==> src/rtl/thermo_led_driver.sv <==
// thermo_led_driver
//
// Takes the 15-bit thermometer code from the upstream counter/coder stage and
// drives a 15-LED bar. The code is registered first and then checked. A legal
// code is 0, all ones, or a contiguous run of ones starting at bit 0.
// Legal codes are shown on the bar, and their binary level is recovered.
// A bubbled code (a 0 below a 1) moves the block into HOLD. In HOLD the last
// good display stays frozen until GOOD_RUN consecutive legal samples arrive.
// The bar is dimmed by a free-running PWM. A saturating counter records
// RUN->HOLD transitions for debug.
//
// Optional feature (macro BLINK_ON_ERROR_EN): the held bar flashes while in
// HOLD. A blink register toggles on every en_clk tick. Without the macro
// the held bar stays steady, and bubble_err is the only error indication.
//
// Ports:
//   clk         system clock
//   reset       asynchronous, active-high reset
//   thermo_in   [WIDTH]    thermometer code from the upstream stage
//   en_clk      one-clk slow tick (blink timebase, used only with the macro)
//   brightness  [LVL_BITS] PWM duty, 0 = off, 15 = fully on
//   err_clr     synchronous clear of err_count (wins over an increment)
//   led         [WIDTH]    registered, PWM-gated LED drive
//   level       [LVL_BITS] binary level of the displayed code
//   bubble_err  high while in HOLD
//   err_count   [ERR_BITS] saturating count of RUN->HOLD transitions
module thermo_led_driver #(
    parameter int WIDTH    = 15,
    parameter int LVL_BITS = 4,
    parameter int GOOD_RUN = 2,
    parameter int ERR_BITS = 8
) (
    input  logic                clk,
    input  logic                reset,
    input  logic [WIDTH-1:0]    thermo_in,
    input  logic                en_clk,
    input  logic [LVL_BITS-1:0] brightness,
    input  logic                err_clr,
    output logic [WIDTH-1:0]    led,
    output logic [LVL_BITS-1:0] level,
    output logic                bubble_err,
    output logic [ERR_BITS-1:0] err_count
);

    localparam int GC_W = $clog2(GOOD_RUN + 1);

    typedef enum logic {RUN, HOLD} state_t;

    state_t              state;
    logic [WIDTH-1:0]    in_q;
    logic [WIDTH-1:0]    disp_code;
    logic [LVL_BITS-1:0] pwm_cnt;
    logic [GC_W-1:0]     good_cnt;

    // A legal thermometer code plus one is a power of two (or 2^WIDTH).
    // So ANDing the code with its successor yields zero only for legal codes.
    // The successor is formed one bit wider so that all ones wraps cleanly.
    logic [WIDTH:0] in_inc;
    logic           in_valid;
    assign in_inc   = {1'b0, in_q} + (WIDTH+1)'(1);
    assign in_valid = ((in_inc & {1'b0, in_q}) == '0);

    // Popcount by prefix sums; for a legal code this equals the level.
    logic [LVL_BITS-1:0] pc [WIDTH+1];
    assign pc[0] = '0;
    generate
        for (genvar gi = 0; gi < WIDTH; gi++) begin : g_popcount
            assign pc[gi+1] = pc[gi] + LVL_BITS'(in_q[gi]);
        end
    endgenerate

    // pwm_cnt never exceeds WIDTH-1.
    // This makes full brightness constantly on and zero brightness constantly off.
    logic pwm_on;
    assign pwm_on = (pwm_cnt < brightness);

    logic led_gate;
`ifdef BLINK_ON_ERROR_EN
    logic blink;
    assign led_gate = pwm_on & blink;
`else
    logic unused_en_clk;
    assign unused_en_clk = en_clk;
    assign led_gate      = pwm_on;
`endif

    always_ff @(posedge clk or posedge reset) begin
        if (reset) begin
            state      <= RUN;
            in_q       <= '0;
            disp_code  <= '0;
            level      <= '0;
            led        <= '0;
            bubble_err <= 1'b0;
            err_count  <= '0;
            pwm_cnt    <= '0;
            good_cnt   <= '0;
`ifdef BLINK_ON_ERROR_EN
            blink      <= 1'b0;
`endif
        end else begin
            in_q    <= thermo_in;
            pwm_cnt <= (pwm_cnt == LVL_BITS'(WIDTH-1)) ? '0 : pwm_cnt + LVL_BITS'(1);
            led     <= disp_code & {WIDTH{led_gate}};

            case (state)
                RUN: begin
                    if (in_valid) begin
                        disp_code <= in_q;
                        level     <= pc[WIDTH];
                    end else begin
                        state      <= HOLD;
                        bubble_err <= 1'b1;
                        good_cnt   <= '0;
                        if (err_count != '1)
                            err_count <= err_count + ERR_BITS'(1);
                    end
                end
                HOLD: begin
                    if (in_valid) begin
                        if (good_cnt == GC_W'(GOOD_RUN-1)) begin
                            // The sample that completes the good run is displayed.
                            disp_code  <= in_q;
                            level      <= pc[WIDTH];
                            state      <= RUN;
                            bubble_err <= 1'b0;
                            good_cnt   <= '0;
                        end else begin
                            good_cnt <= good_cnt + GC_W'(1);
                        end
                    end else begin
                        good_cnt <= '0;
                    end
                end
                default: state <= RUN;
            endcase

            // Placed after the FSM so a clear overrides a same-cycle increment.
            if (err_clr)
                err_count <= '0;

`ifdef BLINK_ON_ERROR_EN
            if (state == HOLD) begin
                if (en_clk)
                    blink <= ~blink;
            end else begin
                blink <= 1'b1;
            end
`endif
        end
    end

endmodule
==> config.mk <==
export PLATFORM = sky130hd
export DESIGN_NAME = thermo_led_driver
export DESIGN_NICKNAME = d
export VERILOG_FILES = /design/src/rtl/thermo_led_driver.sv
export SDC_FILE = /design/constraint.sdc
export NUM_CORES = 1
export LEC_CHECK = 0
export CAP_MARGIN = 20
export CORE_UTILIZATION = 45
export CTS_CLUSTER_DIAMETER = 200
export CTS_CLUSTER_SIZE = 14
export DETAILED_ROUTE_END_ITERATION = 8
export HOLD_SLACK_MARGIN = 0.12
export PLACE_DENSITY_LB_ADDON = 0.2
export SETUP_SLACK_MARGIN = 0.1
export SLEW_MARGIN = 20
export SYNTH_ARGS = -nofsm -noshare
export SYNTH_HDL_FRONTEND = slang
export SYNTH_SLANG_ARGS = --single-unit
==> constraint.sdc <==
create_clock -name clk -period 4.2 [get_ports clk]
set_input_delay 0.63 -clock clk [delete_from_list [all_inputs] [get_ports clk]]
set_output_delay 0.63 -clock clk [all_outputs]
set_load 0.05 [all_outputs]
## Yosys cells after proc, flatten, opt, wreduce, memory -nomap -nowiden

Index checks and enable logic that the tools add are counted.
Widths: inputs -> output; s select.

- $add $sub $neg: 18
- $mul: 0
- Divide/modulo/power cells: 0
- Order comparisons: 1
- Eq/ne operators: 9
- Shift operators: 0
- Mux-type cells: 25
- Bitwise operators: 3
- Reductions and logical operators: 5

Operators with widths:

| cell | count |
|---|---|
| $mux 15 | 3 |
| $add 4x1->4 | 11 |
| $mux 8 | 4 |
| $pmux 15 s2 | 1 |
| $add 15x1->16 const B | 1 |
| $and 16x15->16 | 1 |
| $logic_not 16->1 | 1 |
| $mux 4 | 4 |
| $and 15x15->15 | 1 |
| $reduce_and 3->1 | 3 |
| $add 8x1->8 const B | 1 |
| $ne 2x2->1 const B | 4 |
| $ne 8x8->1 const B | 1 |
| $pmux 4 s2 | 1 |
| $mux 1 | 6 |
| $mux 2 | 3 |
| $add 3x1->4 | 1 |
| $add 4x1->4 const B | 1 |
| $eq 4x4->1 const B | 1 |
| $lt 4x4->1 | 1 |
| $ne 2x1->1 const B | 2 |
| $pmux 1 s2 | 2 |
| $pmux 2 s2 | 1 |
| $add 2x1->3 | 1 |
| other kinds (5) | 5 |

- Register bits: 65
- Bits in latches: 0
- RAM bits: 0
- Memory bits (read-only): 0
- Bits of input ports: 23
- Output and inout port bits: 28
- Logic and storage cells: 70
- Memories: 0

## Logic depth before layout (Yosys ltp)

Gate-level depths: netlist of the first run.

- Depth in word-level cells: 17
- Mapped depth: 10
- Depth with buffers taken out: 10

## Worst setup path before layout of the first run

Ideal clock, no wire load.

- Path kind: register to register
- Start: register in_q[5]
- End: register level[2]
- Library setup time: 0.125 ns
- Arrival: 3.567 ns
- Required time: 4.075 ns
- Path slack: 0.509 ns
- Stages on the path, launching flop included: 10
- Buffers on the path: 0
- Period minus slack after synthesis: 3.691 ns
- Path through: dfrtp_1 fa_1 inv_1 fa_1 fa_1 fa_1 fa_1 fa_1 xnor2_1 mux2_2

- Word-level cells in the longest chain between the ends: 13
- Elaborated cells between the ends (all ways): 20
- Those cells by class: add/sub (11); eq/ne (2); mux (4); bitwise (1); reduce/logical (2)

Ends and longest elaborated chain:

| item | line | source |
|---|---|---|
| from (decl) | 50 | `logic [WIDTH-1:0] in_q;` |
| from (signal assigned) | 102 | `in_q <= thermo_in;` |
| $add 4x1->4 (10 in a row) | 68 | `assign pc[gi+1] = pc[gi] + LVL_BITS'(in_q[gi]);` |
| $mux 4 | 121 | `if (good_cnt == GC_W'(GOOD_RUN-1)) begin` |
| $mux 4 | 120 | `if (in_valid) begin` |
| $pmux 4 s2 | 106 | `case (state)` |
| to (signal assigned) | 110 | `level <= pc[WIDTH];` |
| to (signal assigned) | 124 | `level <= pc[WIDTH];` |
| to (decl) | 40 | `output logic [LVL_BITS-1:0] level,` |

Parallel ways exist; a longest one is shown, timed or not. The select of a mux whose other input is x is not followed.
A chain may end at the register's enable or synchronous reset.

## Worst setup path after layout of the first run

Ends and elaborated chain as after synthesis.

==> impl_metrics.py, run 1 <==
metrics = {
    "routing": {
        "routed_wire_length_per_instance_um": 13.31,
        "drt.antenna.violating_nets": 0,
        "vias_per_cell": 5.024,
        "vias": 1864,
        "dr.pass1.iters": 4,
        "drc_errors": 0,
        "drt_iter0_drc": 35,
        "route.final.wire_length_um": 4939,
    },
    "cts": {
        "cts_buffer_depth": 2,
        "clkSlewWorstSetupHoldPaths_ns": 0.07,
        "tritoncts_clock_tree": "yes",
        "cts_hold_buffers": 0,
        "cts_root_buf": "clkbuf_8",
        "clk-insertion-delay-late_ns": 0.34,
        "numCtsBuffers": 9,
        "clkSinkCount": 65,
        "h_tree_lvls": 3,
        "cts.repair_timing.setup_buffer_count": 0,
        "cts_resized": 0,
    },
    "critical_path": {
        "worst_ep_arrival_time_ns": 4.01,
        "start_kind": "register",
        "crit_path_top_delay_cell": "fa_1",
        "worst-path-buf-inv": 1,
        "r2r-end": "level[2]",
        "cp_common_cell": "fa_1",
        "reg2reg_setup_slack_ns": 0.41,
        "timing.reg2reg.worst_path_depth": 9,
        "cpLargestDelayFamily": "adder cells",
        "worst_setup_path_end_kind": "register",
        "worst_r2r_startpoint": "in_q[5]",
        "critical_path.cell_chain": "fa_1 -> inv_1 -> fa_1 -> fa_1 -> fa_1 -> fa_1 -> fa_1 -> xnor2_1 -> mux2_2",
        "critical_path_class": "register to register",
        "critical_path.max_fanout": 5,
        "cp_data_required_time_ns": 4.42,
        "critical-path-max-stage-delay_ns": 0.55,
    },
    "power_and_ir_drop": {
        "pwr_density_cell_nw_per_um2": 369.5,
        "total_leakage_power_uw": 0.001719,
        "total_power_uw": 1340,
        "max-vdd-ir-drop_uv": 242.0,
    },
    "synth": {
        "post_synth_fa_ha_maj_area_fraction": 0.1097,
        "yosys_cell_types": 33,
        "synth-edff-count": 0,
        "synth-seq-area-share": 0.5707,
        "yosys.area_share.xor_xnor": 0.009219,
        "synthCells": 233,
        "syn-mean-instance-area_um2": 12.23,
        "synthSimpleGateAreaFrac": 0.1141,
        "yosys_most_used_dff": "dfrtp_1",
        "synth_nets": 275,
        "area_of_the_mapped_netlist_um2": 2850,
        "multiplexer_area_fraction_after_synthesis": 0.07024,
        "yosys_warnings": 0,
        "synth-compound-area-share": 0.07946,
        "main_combinational_cell_family_by_area_after_synthesis": "simple AND/OR/NAND/NOR gates",
        "share_of_flip_flops_with_an_asynchronous_set_or_reset": 1.000,
        "synth_seq_cells": 65,
    },
    "sta": {
        "rsz0062_at_grt": "no",
        "maxSlewViolCount": 0,
        "maxSlewHeadroom": 0.4724,
        "final_tns_setup_ns": 0,
        "period_needed_ns": 3.791,
        "maxClockFrequency_mhz": 263.8,
        "worst_clock_skew_ns": 0.008835,
        "timing.final.setup_violations": 0,
        "timing.final.crit_share": 0.9026,
        "report.final.hold_viol_count": 0,
        "max_slew.worst_pin.slew_ns": 0.7904,
    },
    "cells_and_area": {
        "fillCellCount": 524,
        "area_growth_syn_to_layout_pct": 27.22,
        "mostFrequentLayoutCell": "dfrtp_1",
        "finalCoreUtilization": 0.6017,
        "non_filler_cells_final": 371,
        "leading_cell_types_in_the_layout_fill_and_taps_excluded": "dfrtp_1 (65), clkdlybuf4s50_1 (49), inv_1 (25)",
        "n_antenna_cell": 0,
        "multi_input_area_um2": 1091,
        "seq_area_um2": 1627,
        "drive_gt1_frac": 0.1216,
        "fin_nets": 334,
    },
    "global_route": {
        "grt_antenna_before_repair": 0,
        "grt_max_degree": 49,
        "grt_pass1_wl_um": 8625,
        "first_global_vias": 1848,
        "grt_util_all_layers": 0.1805,
        "gr-total-overflow": 0,
    },
    "floorplanning": {
        "chipWidth_um": 81.59,
        "rows": 28,
        "initial_utilization": 0.4730,
        "die_y_um": 81.59,
        "fp.dieArea_um2": 6656,
        "pin_count": 51,
        "core_um2": 6026,
    },
    "place": {
        "total_half_perimeter_wirelength_after_legalization_and_detailed_placement_um": 3525,
        "final_weighted_congestion_in_routability_driven_placement": 0.7651,
        "dp_cells": 356,
        "port_buffers": 49,
    },
    "hold_path": {
        "holdPathEnd": "led[14]",
        "min_path_type": "register to register",
        "hold_path_depth": 1,
        "timing.hold.worst.start": "disp_code[14]",
    },
    "run_status": {
        "outcome": "complete, no violations",
    },
    "job": {
        "max_cap_violations": 0,
    },
}
stage by stage:
stage	hold WS, ns	cell area (um2)	setup slack (ns)
6_report	0.4720	3626	0.4091
5_1_grt	0.4897	3626	0.2260
3_5_place_dp	0.4628	3430	0.3885
3_3_place_gp	0.4582	3430	0.4263
4_1_cts	0.4758	3625	0.3813
2_1_floorplan	0.4494	2850	0.5088
routing by layer:
metal  global-route usage  vias to the layer above  part of all wire
met5                    0                        -                 0
met4              0.08947                        0             0.022
met3              0.05444                        9             0.037
met2               0.2758                       36              0.47
met1               0.2343                      918              0.47
li1                     -                      901                 -
cells by family (layout without fill, tap and decap cells):
kind of cell / Yosys count / count (layout)
xor+xnor: 3 / 3
buf+inv: 31 / 94
mux: 18 / 18
fa+ha+maj: 19 / 19
simple gates: 59 / 59
compound gates: 38 / 38
flops: 65 / 65
worst max-delay path by stage:
stage	start	endpoint	slack, ns	cells after the start
3_3_place_gp	in_q[5]	level[2]	0.43	9
6_report	in_q[5]	level[2]	0.41	9
2_1_floorplan	in_q[5]	level[2]	0.51	9
4_1_cts	in_q[5]	level[2]	0.38	9
5_1_grt	in_q[0]	level[2]	0.23	9
3_5_place_dp	in_q[5]	level[2]	0.39	9
registers in the layout, summed over array words and instances, names as in the netlist:
signal,cells
disp_code,15
pwm_cnt,4
good_cnt,2
led,15
in_q,15
level,4
err_count,8
bubble_err,1
state,1
cell usage after synthesis (3+ instances only):
master    count  area, um2
and2_1       15      93.84
nand3_1       7      35.03
ha_1          9      112.6
nor2b_1       4      25.02
mux2_2       16      180.2
dfrtp_1      65       1627
o21ai_1       3      15.01
inv_1        26      97.59
nand2_1      10      37.54
fa_1         10      200.2
nor2_1        4      15.01
and3_1        3      18.77
a21oi_1      10      50.05
nand2b_1      5      31.28
a21o_1        3      22.52
nand4_1       4      25.02
or3_1         5      31.28
o21ai_0      13      65.06
where the power goes:
| part | internal, uW | switching, uW |
|---|---|---|
| Combinational | 86.3 | 83.9 |
| Sequential | 634 | 11.0 |
| Clock | 302 | 223 |
| Total | 1020 | 318 |
cell type report:
| class | count | area share |
|---|---|---|
| clock buffers | 12 | 0.04279 |
| clock inverters | 3 | 0.01104 |
| inverters | 26 | 0.02726 |
| multi-input cells | 137 | 0.3009 |
| flip-flops and latches | 65 | 0.4486 |
| well taps | 75 | 0.02588 |
| repair buffers | 53 | 0.1435 |
(Power assumes the default switching activity.)
==> run 2, diff against run 1 <==
--- a/config.mk
+++ b/config.mk
@@ -11,7 +11,7 @@
 export CTS_CLUSTER_SIZE = 14
 export DETAILED_ROUTE_END_ITERATION = 8
 export HOLD_SLACK_MARGIN = 0.12
-export PLACE_DENSITY_LB_ADDON = 0.2
+export PLACE_DENSITY_LB_ADDON = 0.25
 export SETUP_SLACK_MARGIN = 0.1
 export SLEW_MARGIN = 20
 export SYNTH_ARGS = -nofsm -noshare
==> run 2 against run 1 <==
First-iteration DRC count increased by 71%. Critical endpoint unchanged. Clock power decreased by 4%. Power decreased by 1.4%. Fmax about the same. Largest cell class unchanged. Core utilization decreased by 0.25 points. Clock skew decreased by 0.00052 ns. Non-clock buffer count decreased by 1.
==> impl_metrics.py, run 2 (synthesis gave the netlist of run 1 again) <==
metrics = {
    "sta": {
        "maxClockFrequency_mhz": 263.9,
        "fin_ws_ns": 0.4103,
        "timing.final.crit_share": 0.9023,
        "maxSlewHeadroom": 0.3940,
        "rsz0062_at_grt": "no",
        "timing.final.setup_violations": 0,
        "report.final.hold_viol_count": 0,
        "final_tns_setup_ns": 0,
        "worst_clock_skew_ns": 0.008314,
        "maxSlewViolCount": 0,
        "period_needed_ns": 3.790,
        "max_slew.worst_pin.slew_ns": 0.9077,
    },
    "critical_path": {
        "timing.reg2reg.worst_path_depth": 9,
        "worst_ep_arrival_time_ns": 4.01,
        "critical_path.max_fanout": 5,
        "reg2reg_setup_slack_ns": 0.41,
        "worst_r2r_startpoint": "in_q[5]",
        "critical_path_class": "register to register",
        "r2r-end": "level[2]",
        "worst_setup_path_end_kind": "register",
        "start_kind": "register",
        "cp_data_required_time_ns": 4.42,
    },
    "cells_and_area": {
        "area_growth_syn_to_layout_pct": 26.69,
        "largestRegisters": "disp_code x15, in_q x15, led x15",
        "n_antenna_cell": 0,
        "drive_gt1_frac": 0.1149,
        "leading_cell_types_in_the_layout_fill_and_taps_excluded": "dfrtp_1 (65), clkdlybuf4s50_1 (49), inv_1 (25)",
        "non_filler_cells_final": 371,
        "fin_nets": 333,
        "mostFrequentLayoutCell": "dfrtp_1",
    },
    "cts": {
        "numCtsBuffers": 9,
        "clkSinkCount": 65,
        "h_tree_lvls": 3,
        "cts_resized": 0,
        "tritoncts_clock_tree": "yes",
        "cts_root_buf": "clkbuf_8",
        "cts_buffer_depth": 2,
        "clk-insertion-delay-late_ns": 0.33,
        "cts_hold_buffers": 0,
        "cts.repair_timing.setup_buffer_count": 0,
        "clkSlewWorstSetupHoldPaths_ns": 0.07,
    },
    "place": {
        "place_ws_ns": 0.3848,
        "final_weighted_congestion_in_routability_driven_placement": 0.8468,
        "port_buffers": 49,
        "total_half_perimeter_wirelength_after_legalization_and_detailed_placement_um": 3514,
        "dp_cells": 355,
    },
    "floorplanning": {
        "chipWidth_um": 81.59,
        "pin_count": 51,
        "rows": 28,
        "core_um2": 6026,
        "fp.dieArea_um2": 6656,
        "initial_utilization": 0.4730,
        "die_y_um": 81.59,
    },
    "global_route": {
        "gr-total-overflow": 0,
        "gr-usage-met2": 0.2833,
        "grt_antenna_before_repair": 0,
        "grt_util_all_layers": 0.1754,
        "grt_pass1_wl_um": 8445,
        "grt_busiest_layer": "met2",
        "met3_usage": 0.05667,
        "grt_max_degree": 46,
        "first_global_vias": 1893,
        "groute.layer.met1.usage": 0.2127,
    },
    "routing": {
        "drt_iter0_drc": 60,
        "vias_per_cell": 4.989,
        "routed_wire_length_per_instance_um": 13.09,
        "drc_errors": 0,
        "drt.antenna.violating_nets": 0,
        "vias": 1851,
        "dr.pass1.iters": 4,
        "route.final.wire_length_um": 4857,
    },
    "hold_path": {
        "holdPathEnd": "led[2]",
        "min_path_type": "register to register",
        "timing.hold.worst.start": "disp_code[2]",
        "hold_path_depth": 1,
    },
    "run_status": {
        "outcome": "complete, no violations",
    },
    "power_and_ir_drop": {
        "total_leakage_power_uw": 0.001710,
        "pwr_density_cell_nw_per_um2": 365.8,
        "max-vdd-ir-drop_uv": 225.9,
        "total_power_uw": 1321,
    },
    "job": {
        "max_cap_violations": 0,
    },
}
[run 2: cell count changes in the layout (fill, tap and decap cells not counted)]
cell,change
buf_4,-1
inv_2,+1
clkbuf_8,-1
clkinv_2,-1
clkbuf_1,+2
[run 2: how the worst max path moves through the flow]
stage | start | end | slack (ns) | cells past startpoint
floorplan | in_q[5] | level[2] | 0.51 | 9
global route | in_q[0] | level[2] | 0.27 | 9
detailed placement | in_q[5] | level[2] | 0.38 | 9
CTS | in_q[5] | level[2] | 0.38 | 9
global placement | in_q[5] | level[2] | 0.42 | 9
finish | in_q[5] | level[2] | 0.41 | 9
[run 2: routing by layer]
layer  wire length (um)  share of wire
met4                113          0.023
met1               2148           0.44
met2               2366           0.49
met3                229          0.047
met5                  0              0
[run 2: stage by stage]
| step | hold slack (ns) | utilization | instance area (um2) |
|---|---|---|---|
| after floorplan | 0.4494 | - | 2850 |
| after global placement | 0.4572 | 0.5679 | 3422 |
| after detailed placement | 0.4605 | 0.5679 | 3422 |
| after CTS | 0.4751 | 0.5993 | 3611 |
| after global routing | 0.4944 | 0.5993 | 3611 |
| final | 0.4740 | 0.5993 | 3611 |
[run 2: worst max-delay path, stage by stage (launching register included)]
cell     delay (ns)
dfrtp_1        0.44
fa_1           0.55
inv_1          0.05
fa_1           0.46
fa_1           0.53
fa_1           0.42
fa_1           0.42
fa_1           0.42
xnor2_1        0.13
mux2_2         0.25
[run 2: where the power goes]
group / switching, uW / internal (uW) / leakage [uW]
Sequential: 10.6 / 634 / 0.000859
Combinational: 84.4 / 85.8 / 0.000754
Clock: 217 / 289 / 0.0000974
[run 2: cell type report]
type                    count  area (um2)
fillers                   508        2415
clock buffers              13       148.9
repair buffers             52       513.0
well taps                  75       93.84
multi-input cells         137        1091
clock inverters             3       40.04
inverters                  26       97.59
flip-flops and latches     65        1627
==> run 3, diff against run 2 <==
--- a/config.mk
+++ b/config.mk
@@ -6,7 +6,9 @@
 export NUM_CORES = 1
 export LEC_CHECK = 0
 export CAP_MARGIN = 20
-export CORE_UTILIZATION = 45
+export CELL_PAD_IN_SITES_DETAIL_PLACEMENT = 0
+export CELL_PAD_IN_SITES_GLOBAL_PLACEMENT = 1
+export CORE_UTILIZATION = 42
 export CTS_CLUSTER_DIAMETER = 200
 export CTS_CLUSTER_SIZE = 14
 export DETAILED_ROUTE_END_ITERATION = 8
==> run 3 against run 2 <==
The flow now finishes with violations (design-rule violations). Fmax shrank 0.40%. Power down 2.7%. Clock skew down 0.00082 ns. Flip-flop and latch count did not move. Register-to-register slack got worse by 0.02 ns. Clock power decreased by 7.1%.
==> impl_metrics.py, run 3 (synthesis gave the netlist of run 1 again) <==
metrics = {
    "run_status": {
        "outcome": "finished with violations",
        "failed_checks": "design-rule violations",
    },
    "floorplanning": {
        "chipWidth_um": 84.38,
        "pin_count": 51,
        "die_y_um": 84.38,
        "initial_utilization": 0.4413,
        "core_um2": 6459,
        "fp.dieArea_um2": 7120,
        "rows": 29,
    },
    "cts": {
        "clkSlewWorstSetupHoldPaths_ns": 0.07,
        "tritoncts_clock_tree": "yes",
        "cts_hold_buffers": 0,
        "clk-insertion-delay-late_ns": 0.34,
        "h_tree_lvls": 3,
        "cts_root_buf": "clkbuf_8",
        "cts_buffer_depth": 2,
        "cts_resized": 0,
        "clkSinkCount": 65,
        "numCtsBuffers": 9,
        "cts.repair_timing.setup_buffer_count": 0,
    },
    "cells_and_area": {
        "largestRegisters": "disp_code x15, in_q x15, led x15",
        "drive_gt1_frac": 0.1250,
        "mostFrequentLayoutCell": "dfrtp_1",
        "finish.instance_area_um2": 3603,
        "finalCoreUtilization": 0.5579,
        "fin_nets": 333,
        "n_antenna_cell": 0,
        "leading_cell_types_in_the_layout_fill_and_taps_excluded": "dfrtp_1 (65), clkdlybuf4s50_1 (49), inv_1 (25)",
        "area_growth_syn_to_layout_pct": 26.43,
    },
    "routing": {
        "vias": 1883,
        "drc_errors": 4,
        "vias_per_cell": 5.048,
        "drt_iter0_drc": 68,
        "drt.antenna.violating_nets": 0,
        "dr.pass1.iters": 8,
        "routed_wire_length_per_instance_um": 13.25,
        "route.final.wire_length_um": 4943,
    },
    "sta": {
        "maxClockFrequency_mhz": 262.8,
        "maxSlewViolCount": 0,
        "final_tns_setup_ns": 0,
        "rsz0062_at_grt": "no",
        "period_needed_ns": 3.805,
        "report.final.hold_viol_count": 0,
        "timing.final.crit_share": 0.9060,
        "maxSlewHeadroom": 0.4223,
        "timing.final.setup_violations": 0,
        "max_slew.worst_pin.slew_ns": 0.8608,
        "worst_clock_skew_ns": 0.007498,
    },
    "critical_path": {
        "critical_path.cell_chain": "fa_1 -> inv_1 -> fa_1 -> fa_1 -> fa_1 -> fa_1 -> fa_1 -> xnor2_1 -> mux2_2",
        "cpLargestDelayFamily": "adder cells",
        "crit_path_top_delay_cell": "fa_1",
        "cp_data_required_time_ns": 4.43,
        "worst_ep_arrival_time_ns": 4.03,
        "start_kind": "register",
        "worst_setup_path_end_kind": "register",
        "critical-path-max-stage-delay_ns": 0.55,
        "critical_path.max_fanout": 5,
        "critical_path_class": "register to register",
        "reg2reg_setup_slack_ns": 0.39,
        "cp_common_cell": "fa_1",
        "worst-path-buf-inv": 1,
    },
    "hold_path": {
        "min_path_type": "register to register",
    },
    "global_route": {
        "gr-total-overflow": 0,
        "grt_antenna_before_repair": 0,
        "first_global_vias": 1859,
        "grt_pass1_wl_um": 8625,
        "grt_max_degree": 40,
        "grt_util_all_layers": 0.1591,
    },
    "place": {
        "port_buffers": 49,
        "final_weighted_congestion_in_routability_driven_placement": 0.8097,
        "total_half_perimeter_wirelength_after_legalization_and_detailed_placement_um": 3558,
        "placement.cell_area_um2": 3425,
    },
    "power_and_ir_drop": {
        "max-vdd-ir-drop_uv": 211.1,
        "total_leakage_power_uw": 0.001698,
        "pwr_density_cell_nw_per_um2": 356.7,
    },
    "job": {
        "max_cap_violations": 0,
    },
}
[run 3: cell types whose count changed in the layout (fill, tap and decap cells not counted), sizes merged]
| cell | change |
|---|---|
| clkbuf | -4 |
| clkinvlp | +2 |
| inv | +2 |
| bufinv | -1 |
| clkinv | +1 |
[run 3: worst reg2reg max path, delay by kind of cell, from the launching register on]
family                     cells  cell delay, ns
DFF                            1            0.44
muxes                          1            0.25
buffers and inverters          1            0.05
xor gates and xnor gates       1            0.14
adders and majority gates      6            2.81
[run 3: per-layer routing]
| layer | wire, um | GRT usage | up-vias | part of all wire |
|---|---|---|---|---|
| met3 | 240 | 0.05310 | 8 | 0.049 |
| met5 | 0 | 0 | - | 0 |
| met2 | 2316 | 0.2444 | 36 | 0.47 |
| li1 | - | - | 902 | - |
| met1 | 2303 | 0.2076 | 937 | 0.47 |
| met4 | 82 | 0.06934 | 0 | 0.017 |
[run 3: final timing paths]
check                        startpoint  cells after the start           to
min in group asynchronous         reset                      2  good_cnt[1]
min                        disp_code[2]                      1       led[2]
max                             in_q[5]                      9     level[2]
min reg2reg                disp_code[2]                      1       led[2]
max in group asynchronous         reset                      3       led[9]
max reg2reg                     in_q[5]                      9     level[2]
[run 3: final cells by class]
class	count	area (um2)
fillers	579	2855
flip-flops and latches	65	1627
multi-input cells	137	1091
repair buffers	52	513.0
clock buffers	9	123.9
inverters	26	97.59
well taps	77	96.34
clock inverters	7	55.05
[run 3: per-stage QoR]
stage / power (uW) / instances / hold WS (ns) / setup slack [ns]
after floorplan: 773.9 / 233 / 0.4494 / 0.5088
after global placement: 828.7 / 357 / 0.4568 / 0.4157
after detailed placement: 831.6 / 357 / 0.4597 / 0.3937
after CTS: 1310 / 373 / 0.4728 / 0.3742
after global routing: 1367 / 373 / 0.4933 / 0.2200
final: 1286 / 373 / 0.4695 / 0.3950
[run 3: power breakdown]
part | total, uW | switching, uW | internal, uW
clock network | 470 | 251 | 218
logic | 172 | 85.6 | 86.3
registers | 644 | 10.8 | 633
total | 1290 | 348 | 938
